<file path="config.mk">
export PLATFORM = sky130hd
export DESIGN_NAME = ecs3_stream_ctrl
export DESIGN_NICKNAME = d
export VERILOG_FILES = /design/src/rtl/ecs3_pkg.sv /design/src/rtl/ecs3_nibble_enc.sv /design/src/rtl/ecs3_stream_ctrl.sv
export SDC_FILE = /design/constraint.sdc
export NUM_CORES = 1
export LEC_CHECK = 0
export CAP_MARGIN = 20
export CORE_MARGIN = 4
export CORE_UTILIZATION = 54
export CTS_BUF_LIST = sky130_fd_sc_hd__clkbuf_8
export DETAILED_ROUTE_END_ITERATION = 7
export PLACE_DENSITY = 0.75
export SYNTH_ARGS = -nofsm -noshare
export SYNTH_HDL_FRONTEND = slang
export SYNTH_HIERARCHICAL = 1
export SYNTH_SLANG_ARGS = --single-unit
</file>
<file path="constraint.sdc">
create_clock -name clk -period 3.6 [get_ports clk]
set_clock_uncertainty 0.1 [all_clocks]
set_input_delay 0.9 -clock clk [delete_from_list [all_inputs] [get_ports clk]]
set_output_delay 0.9 -clock clk [all_outputs]
set_load 0.05 [all_outputs]
</file>
<file path="src/rtl/ecs3_pkg.sv">
// ============================================================================
// Module : ecs3_pkg
// Brief  : Shared state enum, symbol size and symbol helpers for ECS3 stream.
// Rev    : 1.0  initial release
// ============================================================================
`default_nettype none

package ecs3_pkg;

    typedef enum logic [1:0] {
        IDLE  = 2'd0,
        ENC   = 2'd1,
        FLUSH = 2'd2
    } state_t;

    localparam int SYM_MAX = 9;

    // Symbol length in bits: 5 for a raw nibble, else 3 + 3 per index field.
    function automatic logic [3:0] len(input logic flag, input logic [1:0] noi);
        if (flag) begin
            len = 4'd5;
        end else begin
            case (noi)
                2'd0:    len = 4'd3;
                2'd1:    len = 4'd6;
                default: len = 4'd9;
            endcase
        end
    endfunction

    // Left-justified symbol; unused low bits are zero so it can be OR-packed.
    function automatic logic [SYM_MAX-1:0] assemble(input logic       flag,
                                                    input logic [3:0] nib,
                                                    input logic [1:0] noi,
                                                    input logic [2:0] ind0,
                                                    input logic [2:0] ind1);
        if (flag) begin
            assemble = {1'b1, nib, 4'b0000};
        end else begin
            case (noi)
                2'd0:    assemble = {1'b0, noi, 6'b000000};
                2'd1:    assemble = {1'b0, noi, ind0, 3'b000};
                default: assemble = {1'b0, noi, ind0, ind1};
            endcase
        end
    endfunction

endpackage

`default_nettype wire

</file>
<file path="src/rtl/ecs3_nibble_enc.sv">
// ============================================================================
// Module : ecs3_nibble_enc
// Brief  : Combinational ECS3 nibble encoder (A,B,C,D -> Flag, NOI, Ind0, Ind1).
// Rev    : 1.0  initial release
// ============================================================================
`default_nettype none

module ecs3_nibble_enc (
    input  logic [3:0] nib,
    output logic       flag,
    output logic [1:0] noi,
    output logic [2:0] ind0,
    output logic [2:0] ind1
);

    logic [2:0] w_cnt;

    // Index fields hold bit position + 1 (A=4 .. D=1), scanning from A downward.
    always_comb begin
        w_cnt = 3'd0;
        ind0  = 3'd0;
        ind1  = 3'd0;
        for (int i = 3; i >= 0; i--) begin
            if (nib[i]) begin
                w_cnt = w_cnt + 3'd1;
                if (ind0 == 3'd0) begin
                    ind0 = 3'(i + 1);
                end else if (ind1 == 3'd0) begin
                    ind1 = 3'(i + 1);
                end
            end
        end
        flag = (w_cnt >= 3'd3);
        noi  = flag ? 2'd0 : w_cnt[1:0];
    end

endmodule

`default_nettype wire

</file>
<file path="src/rtl/ecs3_stream_ctrl.sv">
// ============================================================================
// Module : ecs3_stream_ctrl
// Brief  : Word-to-nibble ECS3 encoder front end with MSB-first symbol packer.
//          Optional statistics outputs enabled by ECS3_STATS_EN.
// Rev    : 1.0  initial release
// ============================================================================
`default_nettype none

module ecs3_stream_ctrl
    import ecs3_pkg::*;
#(
    parameter int IN_W  = 16,
    parameter int OUT_W = 16
) (
    input  logic             clk,
    input  logic             rst,
    input  logic             in_valid,
    output logic             in_ready,
    input  logic [IN_W-1:0]  in_data,
    input  logic             in_last,
    output logic             out_valid,
    input  logic             out_ready,
    output logic [OUT_W-1:0] out_data,
    output logic             out_last
`ifdef ECS3_STATS_EN
    ,
    output logic [15:0]      stat_raw,
    output logic [31:0]      stat_bits
`endif
);

    localparam int ACC_W  = OUT_W + 8;
    localparam int FILL_W = $clog2(ACC_W + 1);
    localparam int NIBS   = IN_W / 4;
    localparam int NIB_W  = (NIBS > 1) ? $clog2(NIBS) : 1;
    localparam logic [FILL_W-1:0] OUT_W_F = FILL_W'(OUT_W);

    state_t             r_state,    w_state_nx;
    logic [ACC_W-1:0]   r_acc,      w_acc_nx;
    logic [FILL_W-1:0]  r_fill,     w_fill_nx;
    logic [IN_W-1:0]    r_word,     w_word_nx;
    logic [NIB_W-1:0]   r_nib,      w_nib_nx;
    logic               r_last,     w_last_nx;
    logic               r_out_valid, w_out_valid_nx;
    logic [OUT_W-1:0]   r_out_data,  w_out_data_nx;
    logic               r_out_last,  w_out_last_nx;

    logic               w_flag;
    logic [1:0]         w_noi;
    logic [2:0]         w_ind0, w_ind1;
    logic [3:0]         w_sym_len;
    logic [SYM_MAX-1:0] w_sym;
    logic [ACC_W-1:0]   w_placed, w_acc_d;
    logic [FILL_W-1:0]  w_fill_d;
    logic               w_free, w_drain, w_encode;

    ecs3_nibble_enc u_enc (
        .nib  (r_word[IN_W-1 -: 4]),
        .flag (w_flag),
        .noi  (w_noi),
        .ind0 (w_ind0),
        .ind1 (w_ind1)
    );

    assign w_sym_len = len(w_flag, w_noi);
    assign w_sym     = assemble(w_flag, r_word[IN_W-1 -: 4], w_noi, w_ind0, w_ind1);

    // Drain happens first; encode only sees the post-drain fill level.
    assign w_free   = !r_out_valid || out_ready;
    assign w_drain  = (r_fill >= OUT_W_F) && w_free;
    assign w_fill_d = w_drain ? (r_fill - OUT_W_F) : r_fill;
    assign w_acc_d  = w_drain ? (r_acc << OUT_W) : r_acc;
    assign w_encode = (r_state == ENC) && (w_fill_d < OUT_W_F);
    assign w_placed = {w_sym, {(ACC_W - SYM_MAX){1'b0}}} >> w_fill_d;

    assign in_ready  = (r_state == IDLE);
    assign out_valid = r_out_valid;
    assign out_data  = r_out_data;
    assign out_last  = r_out_last;

    always_comb begin
        w_state_nx     = r_state;
        w_acc_nx       = w_acc_d;
        w_fill_nx      = w_fill_d;
        w_word_nx      = r_word;
        w_nib_nx       = r_nib;
        w_last_nx      = r_last;
        w_out_valid_nx = r_out_valid && !out_ready;
        w_out_data_nx  = r_out_data;
        w_out_last_nx  = r_out_last;

        if (w_drain) begin
            w_out_valid_nx = 1'b1;
            w_out_data_nx  = r_acc[ACC_W-1 -: OUT_W];
            w_out_last_nx  = 1'b0;
        end

        case (r_state)
            IDLE: begin
                if (in_valid) begin
                    w_word_nx  = in_data;
                    w_last_nx  = in_last;
                    w_nib_nx   = NIB_W'(NIBS - 1);
                    w_state_nx = ENC;
                end
            end
            ENC: begin
                if (w_encode) begin
                    w_acc_nx  = w_acc_d | w_placed;
                    w_fill_nx = w_fill_d + FILL_W'(w_sym_len);
                    w_word_nx = r_word << 4;
                    w_nib_nx  = r_nib - NIB_W'(1);
                    if (r_nib == '0) begin
                        w_state_nx = r_last ? FLUSH : IDLE;
                    end
                end
            end
            FLUSH: begin
                if (w_drain) begin
                    if (w_fill_d == '0) begin
                        w_out_last_nx = 1'b1;
                        w_state_nx    = IDLE;
                    end
                end else if (r_fill == '0) begin
                    w_state_nx = IDLE;
                end else if ((r_fill < OUT_W_F) && w_free) begin
                    // Bits below the fill level are always zero, giving the padding.
                    w_out_valid_nx = 1'b1;
                    w_out_data_nx  = r_acc[ACC_W-1 -: OUT_W];
                    w_out_last_nx  = 1'b1;
                    w_acc_nx       = '0;
                    w_fill_nx      = '0;
                    w_state_nx     = IDLE;
                end
            end
            default: w_state_nx = IDLE;
        endcase
    end

    always_ff @(posedge clk or posedge rst) begin
        if (rst) begin
            r_state     <= IDLE;
            r_acc       <= '0;
            r_fill      <= '0;
            r_word      <= '0;
            r_nib       <= '0;
            r_last      <= 1'b0;
            r_out_valid <= 1'b0;
            r_out_data  <= '0;
            r_out_last  <= 1'b0;
        end else begin
            r_state     <= w_state_nx;
            r_acc       <= w_acc_nx;
            r_fill      <= w_fill_nx;
            r_word      <= w_word_nx;
            r_nib       <= w_nib_nx;
            r_last      <= w_last_nx;
            r_out_valid <= w_out_valid_nx;
            r_out_data  <= w_out_data_nx;
            r_out_last  <= w_out_last_nx;
        end
    end

`ifdef ECS3_STATS_EN
    logic [15:0] r_stat_raw;
    logic [31:0] r_stat_bits;

    always_ff @(posedge clk or posedge rst) begin
        if (rst) begin
            r_stat_raw  <= '0;
            r_stat_bits <= '0;
        end else if (w_encode) begin
            r_stat_raw  <= r_stat_raw + 16'(w_flag);
            r_stat_bits <= r_stat_bits + 32'(w_sym_len);
        end
    end

    assign stat_raw  = r_stat_raw;
    assign stat_bits = r_stat_bits;
`endif

endmodule

`default_nettype wire
</file>
==> results.md, run 1 <==
- Largest family of logic cells by synthesized area: compound AO/OA/AOI/OAI gates
- Share of cells above drive strength 1: 15.1%
- Area share of and/or/nand/nor cells after synthesis: between 10% and 20%
- Yosys reg bits: between 60 and 70
- First-pass GRT wire length: 15.5 mm
- Fin. max-slew vios: 0
- Largest net degree at the start of global routing: 43
- Status: finished clean
- GRT Overall Usage: 22.0%
- Syn_nets: 450
- Post-Synthesis Cells: approximately 410
- Post-synthesis async set-or-reset flop share: 100%
- Setup-failing EPs final: 0
- F_max: around 0.29 GHz
- Netlist cell types: 65
- Initial cell density of the core: between 50% and 60%
- # port buffers: 39
- CTS root buf: clkbuf_8
- Wire per inst: ~17 µm
- YS warnings: 6
- Final Hold Vio Count: 0
- Layout overhead on the synthesized area: 20.0%
- Register area: 1700 µm²
- Crit-path cells: inv_2, ha_4, xor2_2, ha_1, nand2_1, mux4_2, nand2_2, nor2_2, nand2_1, ha_1, inv_1, fa_1, nor2b_1, nor3_1, mux2_1
- Worst-Margin Slew: ~0.88 ns
- Avg Vias per Cell: about 5.9
- Final antenna-violating net count: 0
- Area share of fa/ha/maj cells after synthesis: 4.79%
- TritonRoute pass-1 iters: 5
- Xor/xnor share of the synthesized area: under 10%
- Global Route met2 Usage: between 30% and 40%
- ANT cells: 0
- Die area: 8990 µm²
- Layer with the highest usage: met2
- Seq/Total Area, Yosys: 41.8%
- Area of the core: around 7300 µm²
- # IOs: 40
- Placement Setup Slack: -0.0270 ns
- Number of synthesized flops with an enable pin: 0
- Initial antenna violation count: 0
- Critical-path top delay cell: mux4_2
- WP data arrival: approximately 3.6 ns
- Nets@finish: just under 500
- GPL Wtd Cong: around 0.96
- Worst Setup End Kind: register
- CTS tree: yes
- Row cnt: 31
- Post-DP HPWL: roughly 7 mm
- WS Path Type: register to register
- Fill cells: slightly above 600
- WL final: ~9.3 mm
- CP startpoint kind: register
- # placed instances: between 500 and 600
- GRT met3 Usage: under 10%
- Final worst setup slack: about 0.12 ns
- Hold Crit Class: register to register
- Mux contribution to synthesized area: around 15%
- Vias in the first global route: about 3,200
- Worst-Skew Late Latency: around 0.34 ns
- Post-Layout Cell Count: roughly 560
- Part of the cycle the worst path needs: 96.7%
- Initial DRC count: around 270
- Worst Path Required: about 3.7 ns
- Syn Area/Cell: about 9.8 µm²
- RSZ-0062 raised after global routing: yes
- Post-Syn Area: slightly above 4000 µm²
- CP peak stage delay: around 0.53 ns
- Clock sinks: slightly below 70
- Num CTS Buffers: 9
- Hold-fix buffers at CTS: 0
- Commonest non-fill, non-tap cells in the layout: dfrtp_1 (68), nand2_1 (48), clkdlybuf4s50_1 (39)
- Tmin final: ~3.5 ns
- Clk pin slew, worst setup/hold paths: ~0.080 ns
- H-tree levels: 3
- Crit-path max FO: 6
- Commonest non-fill, non-tap cell in the layout: dfrtp_1
- Die width: between 90 and 100 µm
- Chip Height: ~95 µm
- Grt met1 use: about 28%
- Clk buf depth: 2
- Multi-input gate area: approximately 2200 µm²
- Compound-Gate Fraction of Synth Area: roughly 18%
- Total gr overflow: 0
- Hold slack: between 0.3 and 0.4 ns
- DRC Markers: 0
- Vias: 3,314
- Max-Cap Viols: 0
- Max transition margin: 41.4%
- Ys flop type: dfrtp_1
[registers in the layout, summed over array words and instances, names as in the netlist]
| name | count |
|---|---|
| out_data | 16 |
| out_last | 1 |
| out_valid | 1 |
| r_acc | 24 |
| r_fill | 5 |
| r_last | 1 |
| r_nib | 2 |
| r_state | 2 |
| r_word | 16 |
[cell type report]
| cell class | instances | share of cell area, % |
|---|---|---|
| clock buffers | 9 | 2.54 |
| clock inverters | 7 | 1.51 |
| well taps | 99 | 2.54 |
| inverters | 16 | 1.23 |
| flip-flops and latches | 68 | 34.8 |
| multi-input cells | 303 | 45.5 |
| repair buffers | 62 | 11.9 |
[synthesized netlist by cell type (6+ instances only)]
cell | instances | area [µm²]
buf_2 | 8 | 40.0
a21oi_1 | 15 | 75.1
clkbuf_1 | 11 | 41.3
mux2i_1 | 25 | 250
ha_1 | 14 | 175
nor2_1 | 19 | 71.3
nand2b_1 | 10 | 62.6
o21ai_0 | 27 | 135
o22ai_1 | 8 | 50.1
nand3_1 | 13 | 65.1
nor2b_1 | 6 | 37.5
mux2_1 | 21 | 236
nor3_1 | 7 | 35.0
dfrtp_1 | 68 | 1700
nand2_1 | 49 | 184
inv_1 | 16 | 60.1
[critical path: cells and delay by family, from the launching register on]
family	cells	cell delay, ns
AND/OR/NAND/NOR	6	0.63
XOR/XNOR	1	0.19
multiplexers	2	0.82
adder cells (fa/ha/maj)	4	1.07
buffers and inverters	2	0.14
flip-flops	1	0.41
[metal layers]
metal  routed length (µm)  vias to the layer above  part of all wire, %
li1                     -                     1593                    -
met1                 4040                     1590                   43
met2                 4610                      104                   49
met3                  465                       27                  5.0
met4                  217                        0                  2.3
met5                    0                        -                    0
[repair_timing]
item                                    in CTS  in global routing
pin swaps                                    0                  7
setup buffers                                0                  5
resized for setup                            2                 12
endpoints found under the setup margin       1                 21
[kinds of logic after synthesis]
kind of cell             Yosys count
XOR/XNOR                           5
multiplexers                      54
AO/OA/AOI/OAI                    107
other                              1
adder cells (fa/ha/maj)           15
AND/OR/NAND/NOR                  121
flip-flops                        68
buffers and inverters             43
[worst paths after layout]
kind | cells past startpoint | endpoint | slack [ns] | start
setup / recovery | 15 | r_fill[2] | 0.12 | r_word[14]
hold / removal | 2 | r_acc[22] | 0.38 | r_acc[22]
setup reg to reg | 15 | r_fill[2] | 0.12 | r_word[14]
hold reg to reg | 2 | r_acc[22] | 0.38 | r_acc[22]
max in group asynchronous | 3 | r_acc[1] | 1.95 | rst
min in group asynchronous | 2 | r_last | 0.83 | rst
[through the flow]
stage	TNS [ns]	area [µm²]	utilization [%]
3_5_place_dp	-0.0270	4600	63.1
2_1_floorplan	0	4090	-
6_report	0	4880	67.0
4_1_cts	0	4800	65.9
5_1_grt	-0.0546	4880	67.0
3_3_place_gp	0	4600	63.1
Power of run 1 is left out: the tool's default activity adds up to more than one toggle a clock period on the data nets, which glitch-free logic cannot reach.
==> inputs of run 2 (changes only) <==
- CAP_MARGIN: 20 -> 30
==> results of run 2 <==
The final DEF is identical to that of run 1; final timing and power are the same.
Power of run 2 is left out for the same reason.
